`config.mk`:
```
export PLATFORM = sky130hd
export DESIGN_NAME = hazard_fwd_unit_flat
export DESIGN_NICKNAME = d
export VERILOG_FILES = /design/src/rtl/hazard_fwd_unit_if.sv /design/src/rtl/hazard_fwd_unit.sv /design/src/flat_wrapper.sv
export SDC_FILE = /design/constraint.sdc
export NUM_CORES = 1
export LEC_CHECK = 0
export BUFFER_PORTS_ARGS = -buffer_cell sky130_fd_sc_hd__buf_2
export CORE_AREA = 2 2 67 101
export CTS_CLUSTER_DIAMETER = 60
export DETAILED_ROUTE_END_ITERATION = 7
export DIE_AREA = 0 0 69 103
export PLACE_DENSITY = 0.53
export SLEW_MARGIN = 15
export SYNTH_ARGS = -nofsm -noshare
export SYNTH_HDL_FRONTEND = slang
export SYNTH_SLANG_ARGS = --single-unit
```
`constraint.sdc`:
```
create_clock -name clk -period 1.55 [get_ports clk]
set_input_delay 0.31 -clock clk [delete_from_list [all_inputs] [get_ports clk]]
set_output_delay 0.31 -clock clk [all_outputs]
set_load 0.01 [all_outputs]
```
`src/rtl/hazard_fwd_unit_if.sv`:
```
// Hazard/forwarding unit bus: decode-stage register fields and the EX branch
// decision towards the unit, operand-select and stall/flush controls back.
interface hazard_fwd_unit_if #(
  parameter int REG_ADDR_W = 5,
  parameter int PERF_CNT_W = 32
);
  logic [REG_ADDR_W-1:0] rs1_d;
  logic [REG_ADDR_W-1:0] rs2_d;
  logic [REG_ADDR_W-1:0] rd_d;
  logic                  regwrite_d;
  logic                  load_d;
  logic                  pcsrc_e;
  logic [1:0]            forward_a_e;
  logic [1:0]            forward_b_e;
  logic                  stall_f;
  logic                  stall_d;
  logic                  flush_d;
  logic                  flush_e;
  logic [PERF_CNT_W-1:0] stall_cnt;
  logic [PERF_CNT_W-1:0] flush_cnt;

  // Pipeline side: supplies register fields, consumes controls.
  modport master (
    output rs1_d, rs2_d, rd_d, regwrite_d, load_d, pcsrc_e,
    input  forward_a_e, forward_b_e, stall_f, stall_d, flush_d, flush_e,
    input  stall_cnt, flush_cnt
  );

  // Hazard unit side.
  modport slave (
    input  rs1_d, rs2_d, rd_d, regwrite_d, load_d, pcsrc_e,
    output forward_a_e, forward_b_e, stall_f, stall_d, flush_d, flush_e,
    output stall_cnt, flush_cnt
  );
endinterface

```
`src/rtl/hazard_fwd_unit.sv`:
```
// Hazard detection and forwarding control for a 5-stage pipeline.
// Keeps E/M/W shadow copies of register usage, drives the ALU operand
// select muxes, and raises load-use stalls and branch flushes.
// Optional build macro HAZARD_PERF_EN adds saturating stall/flush counters;
// without it the counter outputs are tied to zero.
module hazard_fwd_unit #(
  parameter int REG_ADDR_W = 5,
  parameter int PERF_CNT_W = 32
) (
  input logic               clk,
  input logic               rst,
  hazard_fwd_unit_if.slave  bus
);

  logic [REG_ADDR_W-1:0] rs1_e, rs2_e, rd_e;
  logic                  regwrite_e, load_e;
  logic [REG_ADDR_W-1:0] rd_m;
  logic                  regwrite_m;
  logic [REG_ADDR_W-1:0] rd_w;
  logic                  regwrite_w;
  logic                  lwstall;
  logic                  bubble_e;

  // Load-use hazard: load in E whose destination feeds the decode instruction,
  // suppressed when a taken branch already kills the decode instruction.
  always_comb begin
    lwstall = load_e && (rd_e != '0) &&
              ((rd_e == bus.rs1_d) || (rd_e == bus.rs2_d)) && !bus.pcsrc_e;
    bubble_e = lwstall || bus.pcsrc_e;
  end

  // Stall/flush controls; reset holds both pipeline registers cleared.
  always_comb begin
    bus.stall_f = lwstall && !rst;
    bus.stall_d = lwstall && !rst;
    bus.flush_d = bus.pcsrc_e || rst;
    bus.flush_e = bubble_e || rst;
  end

  // Operand selects from shadow state only; M (newest producer) wins over W.
  always_comb begin
    bus.forward_a_e = 2'b00;
    bus.forward_b_e = 2'b00;
    if (rs1_e != '0) begin
      if (regwrite_m && (rd_m == rs1_e))      bus.forward_a_e = 2'b10;
      else if (regwrite_w && (rd_w == rs1_e)) bus.forward_a_e = 2'b01;
    end
    if (rs2_e != '0) begin
      if (regwrite_m && (rd_m == rs2_e))      bus.forward_b_e = 2'b10;
      else if (regwrite_w && (rd_w == rs2_e)) bus.forward_b_e = 2'b01;
    end
  end

  // Shadow pipe D->E->M->W; E takes a bubble on stall or branch flush.
  always_ff @(posedge clk) begin
    if (rst) begin
      rs1_e      <= '0;
      rs2_e      <= '0;
      rd_e       <= '0;
      regwrite_e <= 1'b0;
      load_e     <= 1'b0;
      rd_m       <= '0;
      regwrite_m <= 1'b0;
      rd_w       <= '0;
      regwrite_w <= 1'b0;
    end else begin
      rd_w       <= rd_m;
      regwrite_w <= regwrite_m;
      rd_m       <= rd_e;
      regwrite_m <= regwrite_e;
      if (bubble_e) begin
        rs1_e      <= '0;
        rs2_e      <= '0;
        rd_e       <= '0;
        regwrite_e <= 1'b0;
        load_e     <= 1'b0;
      end else begin
        rs1_e      <= bus.rs1_d;
        rs2_e      <= bus.rs2_d;
        rd_e       <= bus.rd_d;
        regwrite_e <= bus.regwrite_d;
        load_e     <= bus.load_d;
      end
    end
  end

`ifdef HAZARD_PERF_EN
  localparam logic [PERF_CNT_W-1:0] CNT_ONE = PERF_CNT_W'(1);
  logic [PERF_CNT_W-1:0] stall_q, flush_q;

  // Saturating event counters: load-use stall cycles and taken-branch flushes.
  always_ff @(posedge clk) begin
    if (rst) begin
      stall_q <= '0;
      flush_q <= '0;
    end else begin
      if (lwstall && (stall_q != '1))     stall_q <= stall_q + CNT_ONE;
      if (bus.pcsrc_e && (flush_q != '1)) flush_q <= flush_q + CNT_ONE;
    end
  end

  // Counter outputs.
  always_comb begin
    bus.stall_cnt = stall_q;
    bus.flush_cnt = flush_q;
  end
`else
  // Counters not built.
  always_comb begin
    bus.stall_cnt = '0;
    bus.flush_cnt = '0;
  end
`endif

endmodule
```
`src/flat_wrapper.sv`:
```
// flat-port wrapper written by rule: the top's interface ports become plain ports
module hazard_fwd_unit_flat 
#(
  parameter int REG_ADDR_W = 5,
  parameter int PERF_CNT_W = 32
)
  (clk, rst, bus_rs1_d, bus_rs2_d, bus_rd_d, bus_regwrite_d, bus_load_d, bus_pcsrc_e, bus_forward_a_e, bus_forward_b_e, bus_stall_f, bus_stall_d, bus_flush_d, bus_flush_e, bus_stall_cnt, bus_flush_cnt);
  hazard_fwd_unit_if #(.REG_ADDR_W(REG_ADDR_W), .PERF_CNT_W(PERF_CNT_W)) bus_i ();
  input logic clk;
  input logic rst;
  input wire logic [$bits(bus_i.rs1_d)-1:0] bus_rs1_d;
  input wire logic [$bits(bus_i.rs2_d)-1:0] bus_rs2_d;
  input wire logic [$bits(bus_i.rd_d)-1:0] bus_rd_d;
  input wire logic [$bits(bus_i.regwrite_d)-1:0] bus_regwrite_d;
  input wire logic [$bits(bus_i.load_d)-1:0] bus_load_d;
  input wire logic [$bits(bus_i.pcsrc_e)-1:0] bus_pcsrc_e;
  output wire logic [$bits(bus_i.forward_a_e)-1:0] bus_forward_a_e;
  output wire logic [$bits(bus_i.forward_b_e)-1:0] bus_forward_b_e;
  output wire logic [$bits(bus_i.stall_f)-1:0] bus_stall_f;
  output wire logic [$bits(bus_i.stall_d)-1:0] bus_stall_d;
  output wire logic [$bits(bus_i.flush_d)-1:0] bus_flush_d;
  output wire logic [$bits(bus_i.flush_e)-1:0] bus_flush_e;
  output wire logic [$bits(bus_i.stall_cnt)-1:0] bus_stall_cnt;
  output wire logic [$bits(bus_i.flush_cnt)-1:0] bus_flush_cnt;
  assign bus_i.rs1_d = bus_rs1_d;
  assign bus_i.rs2_d = bus_rs2_d;
  assign bus_i.rd_d = bus_rd_d;
  assign bus_i.regwrite_d = bus_regwrite_d;
  assign bus_i.load_d = bus_load_d;
  assign bus_i.pcsrc_e = bus_pcsrc_e;
  assign bus_forward_a_e = bus_i.forward_a_e;
  assign bus_forward_b_e = bus_i.forward_b_e;
  assign bus_stall_f = bus_i.stall_f;
  assign bus_stall_d = bus_i.stall_d;
  assign bus_flush_d = bus_i.flush_d;
  assign bus_flush_e = bus_i.flush_e;
  assign bus_stall_cnt = bus_i.stall_cnt;
  assign bus_flush_cnt = bus_i.flush_cnt;
  hazard_fwd_unit #(.REG_ADDR_W(REG_ADDR_W), .PERF_CNT_W(PERF_CNT_W)) u_core (.clk(clk), .rst(rst), .bus(bus_i));
endmodule
```
### Word-level counts from Yosys, hierarchy flattened

Index checks and enable logic that the tools add are counted.

* equal/unequal tests: 6
* mux-type cells: 6
* reduce and logical (&&, ||, !) cells: 18

Operators by type and width (number)
* 5-bit equality test: 6
* 5-bit nonzero test: 3
* 1-bit logical AND: 8
* 2-bit 2-to-1 mux: 4
* 1-bit logical OR: 4
* 1-bit logical NOT: 2
* 1-bit 2-to-1 mux: 2
* 2-bit OR reduction: 1

* register bits: 29
* input port bits: 20
* output and inout bits: 72
* word-level logic and storage cells: 39

### Longest topological paths before layout

Gate-level depths: netlist of the first run.

* word-level depth: 6
* depth in mapped cells: 6
* gate-level depth less buffers: 4

### Worst setup path before layout of the first run

No wires, ideal clock.

* path kind: register to output
* start point: register u_core.rd_e[1]
* end point: output bus_stall_f
* arrival time: 1.417 ns
* path slack: -0.177 ns
* cell stages (with the launch flop): 7
* path buffers: 2
* path through: dfxtp_1 or4_1 o21a_1 buf_6 inv_1 nor3_1 buf_4

* longest elaborated chain between the ends: 5
* elaborated cells on any way between the ends: 8
* classes of those cells: 2 x eq/ne; 6 x reduce/logical

Ends and longest elaborated chain
* start, declared: line hazard_fwd_unit.sv:15 `logic [REG_ADDR_W-1:0] rs1_e, rs2_e, rd_e;`
* start signal, assigned: line hazard_fwd_unit.sv:80 `rd_e <= bus.rd_d;`
* 5-bit equality test / 5-bit nonzero test (equally long branches): line hazard_fwd_unit.sv:28, hazard_fwd_unit.sv:27
* 1-bit logical OR / 1-bit logical AND (equally long branches): line hazard_fwd_unit.sv:28, hazard_fwd_unit.sv:27
* 1-bit logical AND (*): line hazard_fwd_unit.sv:27 `lwstall = load_e && (rd_e != '0) &&`
* 1-bit logical AND (*): line hazard_fwd_unit.sv:28 `((rd_e == bus.rs1_d) || (rd_e == bus.rs2_d)) && !bus.pcsrc_e;`
* 1-bit logical AND (*)
* end, declared: line flat_wrapper.sv:19 `output wire logic [$bits(bus_i.stall_f)-1:0] bus_stall_f;`

Every way passes the cells marked *; elsewhere a longest branch is shown, timed or not.

### Worst setup path after layout of the first run

* start point: register u_core.rd_e[2]
* end point: output bus_flush_e

* longest elaborated chain between the ends: 6
* elaborated cells on any way between the ends: 9
* classes of those cells: 2 x eq/ne; 7 x reduce/logical

Ends and longest elaborated chain
* 5-bit equality test / 5-bit nonzero test (equally long branches): line hazard_fwd_unit.sv:28, hazard_fwd_unit.sv:27
* 1-bit logical OR / 1-bit logical AND (equally long branches): line hazard_fwd_unit.sv:28, hazard_fwd_unit.sv:27
* 1-bit logical AND (*): line hazard_fwd_unit.sv:27
* 1-bit logical AND (*): line hazard_fwd_unit.sv:28
* 1-bit logical OR (*): line hazard_fwd_unit.sv:29 `bubble_e = lwstall || bus.pcsrc_e;`
* 1-bit logical OR (*): line hazard_fwd_unit.sv:37 `bus.flush_e = bubble_e || rst;`
* end, declared: line flat_wrapper.sv:22 `output wire logic [$bits(bus_i.flush_e)-1:0] bus_flush_e;`

Marked as above.

==> impl_metrics.ini, run 1 <==
[routing]
viasPerCell = 3.91
vias = 1280
drtIter0Drc = 11
drt_pass1_iterations = 3
postRouteAntennaNets = 0
drt_wl_total_microns = 3660
drc = 0
avgRoutedWirePerCell_microns = 11.2

[cells_and_area]
final_util_pct = 35.1
layout_common_cells = conb_1, buf_2, nand2_1, xnor2_1, dfxtp_1
final_nets = 270
mostFrequentLayoutCell = conb_1
diodes = 0
drive_gt1_share_pct = 38.6
syn2layout_area_growth_pct = 21.9

[synthesis]
yosys.area_share.simple_pct = 14.5
synthMuxAreaShare_pct = 0
ys_types = 25
syn-instance-count = 205
synth_fa_ha_area_share_pct = 0
avgSynthCellArea_sq_um = 8.86
synth_compound_area_share_pct = 9.03
synth_xor_area_share_pct = 14.5
synth_edf_count = 0
synth_top_family_by_area = buffers and inverters
yosys_register_bits = 29
async_flop_share_pct = 0
synth_ff_type = dfxtp_1
synth_area_sq_um = 1820
synth_warnings = 0
ys_seq_area_share_pct = 32.0

[floorplan]
die_w_microns = 69
start_util_pct = 28.8
io_pins = 92
rows = 36
dieArea_sq_um = 7110
core-area_sq_um = 6310
die_y_microns = 103

[power_and_ir_drop]
pwr-share-clk_pct = 33.9
p_int_mw = 1.24
seqPwrFrac_pct = 45.6
p_leak_nw = 1.02
combinationalPowerShare_pct = 20.5
p_sw_uw = 518
total_power_mw = 1.75
powerDensity_nw_per_um2 = 793
ir_drop_uv = 574
switching_share_pct = 29.5

[worst_setup_path]
max_stage_delay_ns = 0.51
cp-start-kind = flop
critPathTopFamily = simple AND/OR/NAND/NOR gates
worstSetupPathType = reg2out
cp_num_buf_inv = 2
worst_ep_arrival_time_ns = 1.57
cp_slowest_cell = or4_1
end_kind = output port
crit_required_ns = 1.24
worstPathCellList = or4_1, o21a_1, inv_4, o21ai_2, buf_2
crit_fanout = 2

[cts]
cts_sinks = 29
hold_buffers = 0
clockRootBuffer = clkbuf_8
clkTransAtPathRegs_ns = 0.06
clock_path_buffers = 2
cts_tree = done
clk_latency_ns = 0.28
cts_buffers = 5
htree_levels = 2

[place]
globalplace.congestion = 0.871
port_buffers = 27
hpwl_microns = 2670

[grt]
grt_max_degree = 18
grt_pass1_vias = 1158
grt_usage_pct = 9.93
antenna_found_initial = 0
grt_pass1_wl_microns = 5310
gr-total-overflow = 0

[timing]
hold_slack_ns = 0.240
fmax_mhz = 531
drv_slew = 0
fin_crit_ns = 1.88
setup-violations-final = 9
final_hold_viol_count = 0
clock_skew_ns = 0.00404
period_share_pct = 122
rsz0062_at_grt = true
finalWorstSetupSlack_ns = -0.335
finalSetupTns_ns = -2.01

[status]
violations = negative setup slack
status = complete, but fails checks

[run]
max-cap-violations = 0

[worst_hold_path]
worstHoldPathType = in2reg
-- metal layers --
layer / vias to the layer above / GRT usage (%) / wire length [microns]
met5: - / 0 / 0
li1: 615 / - / -
met4: 0 / 7.54 / 159
met3: 14 / 2.64 / 260
met1: 573 / 9.05 / 1220
met2: 78 / 18.8 / 2020
-- worst reg2reg max path: stages, from the launching register on --
cell and delay (ns):
dfxtp_2 0.32, buf_4 0.16, xnor2_2 0.14, nand2_2 0.09, buf_4 0.15, o22ai_4 0.27, buf_6 0.15, buf_12 0.11
a21oi_1 0.06
-- cell type report --
cell class,count,area [sq um]
Inverter,2,10.0
Multi-Input combinational cell,167,1100
Clock inverter,2,10.0
Clock buffer,6,72.6
Tap cell,76,95.1
Fill cell,658,4090
Timing Repair Buffer,45,332
Sequential cell,29,598
-- cell usage after synthesis (2+ instances only) --
master / n / area share (%)
inv_1: 2 / 0.41
or4_1: 3 / 1.2
nor4b_1: 2 / 0.97
nand4_1: 2 / 0.69
clkbuf_1: 2 / 0.41
nand3_1: 4 / 1.1
xor2_1: 8 / 3.9
xnor2_1: 22 / 11
nor4_1: 2 / 0.69
a21oi_2: 9 / 4.3
buf_4: 66 / 27
nand2_1: 21 / 4.3
a21oi_1: 7 / 1.9
nor2_1: 5 / 1.0
dfxtp_1: 29 / 32
nor2b_1: 12 / 4.1
-- cells by family (layout without fill, tap and decap cells) --
group,Yosys count,in the layout
buffers and inverters,72,55
and+or+nand+nor,52,52
xor gates and xnor gates,30,30
DFF,29,29
AOI/OAI and AO/OA,21,21
other,1,64
-- state kept, by name, summed over array words and instances (netlist names) --
name,flops
u_core.rd_e,5
u_core.rd_w,5
u_core.load_e,1
u_core.regwrite_e,1
u_core.rd_m,5
u_core.regwrite_w,1
u_core.regwrite_m,1
u_core.rs1_e,5
u_core.rs2_e,5
-- worst paths after layout --
path | start | cells after the start | slack [ns] | endpoint
setup / recovery | u_core.rd_e[2]$_SDFF_PP0_ | 5 | -0.33 | bus_flush_e
hold reg to reg | u_core.regwrite_e$_SDFF_PP0_ | 1 | 0.44 | u_core.regwrite_m$_SDFF_PP0_
hold / removal | bus_rd_d[4] | 3 | 0.24 | u_core.rd_e[4]$_SDFF_PP0_
setup reg to reg | u_core.rd_e[2]$_SDFF_PP0_ | 8 | -0.01 | u_core.rs1_e[4]$_SDFF_PP0_
-- metrics by stage --
stage	worst slack, ns	area, sq um	std cells
3_3_place_gp	-0.0852	1870	314
2_1_floorplan	-0.125	2070	268
3_5_place_dp	-0.107	1870	314
4_1_cts	-0.357	2100	326
5_1_grt	-0.411	2210	327
6_report	-0.335	2210	327
-- power by group through the flow --
| stage | logic [mW] | clock network [mW] | registers [mW] |
|---|---|---|---|
| 2_1_floorplan | 0.318 | 0 | 0.806 |
| 3_3_place_gp | 0.272 | 0 | 0.812 |
| 3_5_place_dp | 0.275 | 0 | 0.813 |
| 4_1_cts | 0.318 | 0.605 | 0.799 |
| 5_1_grt | 0.393 | 0.653 | 0.803 |
| 6_report | 0.360 | 0.595 | 0.799 |
-- what timing repair did --
action | in CTS | in global routing
cloned | 2 | 0
buffers inserted | 4 | 3
pin swaps | 14 | 14
gates resized for setup | 18 | 26
endpoints found under the setup margin | 8 | 24
Power figures use the tool's default switching activity.
==> run 2, diff against run 1 <==
Settings changed: CTS_BUF_LIST from default to sky130_fd_sc_hd__clkbuf_8 sky130_fd_sc_hd__clkbuf_16.
==> run 2 against run 1 <==
Effect of this change: the run still ends with negative setup slack left; global-route usage stayed put; hold slack about the same; flip-flop and latch count is the same; register-to-register slack about the same; power down 0.35%; maximum frequency hardly changed; wire length about the same; count of clock-buffer cells in the layout shrank 1; combinational power barely moved; critical path depth did not move; non-clock buffer count stayed put; via count fell by 0.16%; critical path type unchanged; largest cell class unchanged.
==> impl_metrics.ini, run 2 (synthesis gave the netlist of run 1 again) <==
[status]
status = complete, but fails checks
violations = negative setup slack

[timing]
finalWorstSetupSlack_ns = -0.335
clock_skew_ns = 0.00404
drv_slew = 0
rsz0062_at_grt = true
fin_crit_ns = 1.88
hold_slack_ns = 0.240
setup-violations-final = 9
final_hold_viol_count = 0
period_share_pct = 122
fmax_mhz = 531

[worst_setup_path]
cp-start-kind = flop
cp_num_buf_inv = 2
worst_ep_arrival_time_ns = 1.57
max_stage_delay_ns = 0.51
critPathTopFamily = simple AND/OR/NAND/NOR gates
end_kind = output port
worstPathCellList = or4_1, o21a_1, inv_4, o21ai_2, buf_2
crit_fanout = 2
crit_required_ns = 1.24
worstSetupPathType = reg2out
cp_slowest_cell = or4_1

[cells_and_area]
final_nets = 270
diodes = 0
mostFrequentLayoutCell = conb_1
design_area_sq_um = 2210
layout_common_cells = conb_1, buf_2, nand2_1, xnor2_1, dfxtp_1
drive_gt1_share_pct = 38.6
fillers = 658
layout.cells.non_filler = 327
syn2layout_area_growth_pct = 21.9

[power_and_ir_drop]
total_power_mw = 1.75
powerDensity_nw_per_um2 = 790
ir_drop_uv = 574
p_leak_nw = 1.03

[cts]
clockRootBuffer = clkbuf_8
cts_tree = done
clkTransAtPathRegs_ns = 0.06
cts_buffers = 5
cts_sinks = 29
htree_levels = 2
hold_buffers = 0
clock_path_buffers = 2
clk_latency_ns = 0.28

[run]
max-cap-violations = 0

[place]
port_buffers = 27
globalplace.congestion = 0.871
placed_cell_area_sq_um = 1870
dpl_worst_slack_ns = -0.107
hpwl_microns = 2670
placedCellCount = 314

[grt]
grt_usage_pct = 9.93
gr-total-overflow = 0
antenna_found_initial = 0
grt_pass1_wl_microns = 5310
grt_max_degree = 18
grt_pass1_vias = 1158

[floorplan]
core-area_sq_um = 6310
die_w_microns = 69
start_util_pct = 28.8
rows = 36
io_pins = 92
dieArea_sq_um = 7110
die_y_microns = 103

[routing]
drt_pass1_iterations = 3
avgRoutedWirePerCell_microns = 11.2
postRouteAntennaNets = 0
drt_wl_total_microns = 3660
viasPerCell = 3.91
drc = 0
drtIter0Drc = 11
vias = 1278

[worst_hold_path]
worstHoldPathType = in2reg
## run 2: area by class of cell
class                           instances  area [sq um]  share of cell area, %
Inverter                                2          10.0                  0.452
Multi-Input combinational cell        167          1100                   49.5
Clock buffer                            5          68.8                   3.11
Clock inverter                          3          13.8                  0.622
Tap cell                               76          95.1                   4.30
Sequential cell                        29           598                   27.0
Timing Repair Buffer                   45           332                   15.0
## run 2: final timing paths
path         cells after the start  slack [ns]                      endpoint                         start
max                              5       -0.33                   bus_flush_e     u_core.rd_e[2]$_SDFF_PP0_
min                              3        0.24     u_core.rd_e[4]$_SDFF_PP0_                   bus_rd_d[4]
max reg2reg                      8       -0.01    u_core.rs1_e[4]$_SDFF_PP0_     u_core.rd_e[2]$_SDFF_PP0_
min reg2reg                      1        0.44  u_core.regwrite_m$_SDFF_PP0_  u_core.regwrite_e$_SDFF_PP0_
## run 2: per-stage QoR
stage	TNS [ns]	util [%]
floorplan	-0.235	-
finish	-2.01	35.1
detailed placement	-0.196	29.7
CTS	-2.44	33.3
global route	-2.99	35.1
global placement	-0.135	29.7
## run 2: power by group
group | internal [mW] | leakage (nW) | total, mW | switching (mW)
sequential | 0.773 | 0.243 | 0.799 | 0.0260
combinational | 0.153 | 0.737 | 0.360 | 0.207
clock | 0.304 | 0.0491 | 0.589 | 0.285
total | 1.23 | 1.03 | 1.75 | 0.518
## run 2: worst reg2reg max path: stages, from the launching register on
cell and delay, ns:
dfxtp_2 0.32, buf_4 0.16, xnor2_2 0.14, nand2_2 0.09, buf_4 0.15, o22ai_4 0.27
buf_6 0.15, buf_12 0.11, a21oi_1 0.06
## run 2: routing by layer
metal | vias up | global-route usage, % | part of all wire [%] | routed length (microns)
met3 | 14 | 2.64 | 7.1 | 260
met4 | 0 | 7.54 | 4.3 | 159
met5 | - | 0 | 0 | 0
li1 | 615 | - | - | -
met1 | 571 | 9.05 | 33 | 1220
met2 | 78 | 18.8 | 55 | 2020
## run 2: timing repair
action	CTS	global route
setup buffers	4	3
setup endpoints to repair	8	24
gates resized for setup	18	26
gates cloned	2	0
pin swaps	14	14
hold endpoints to repair	0	0
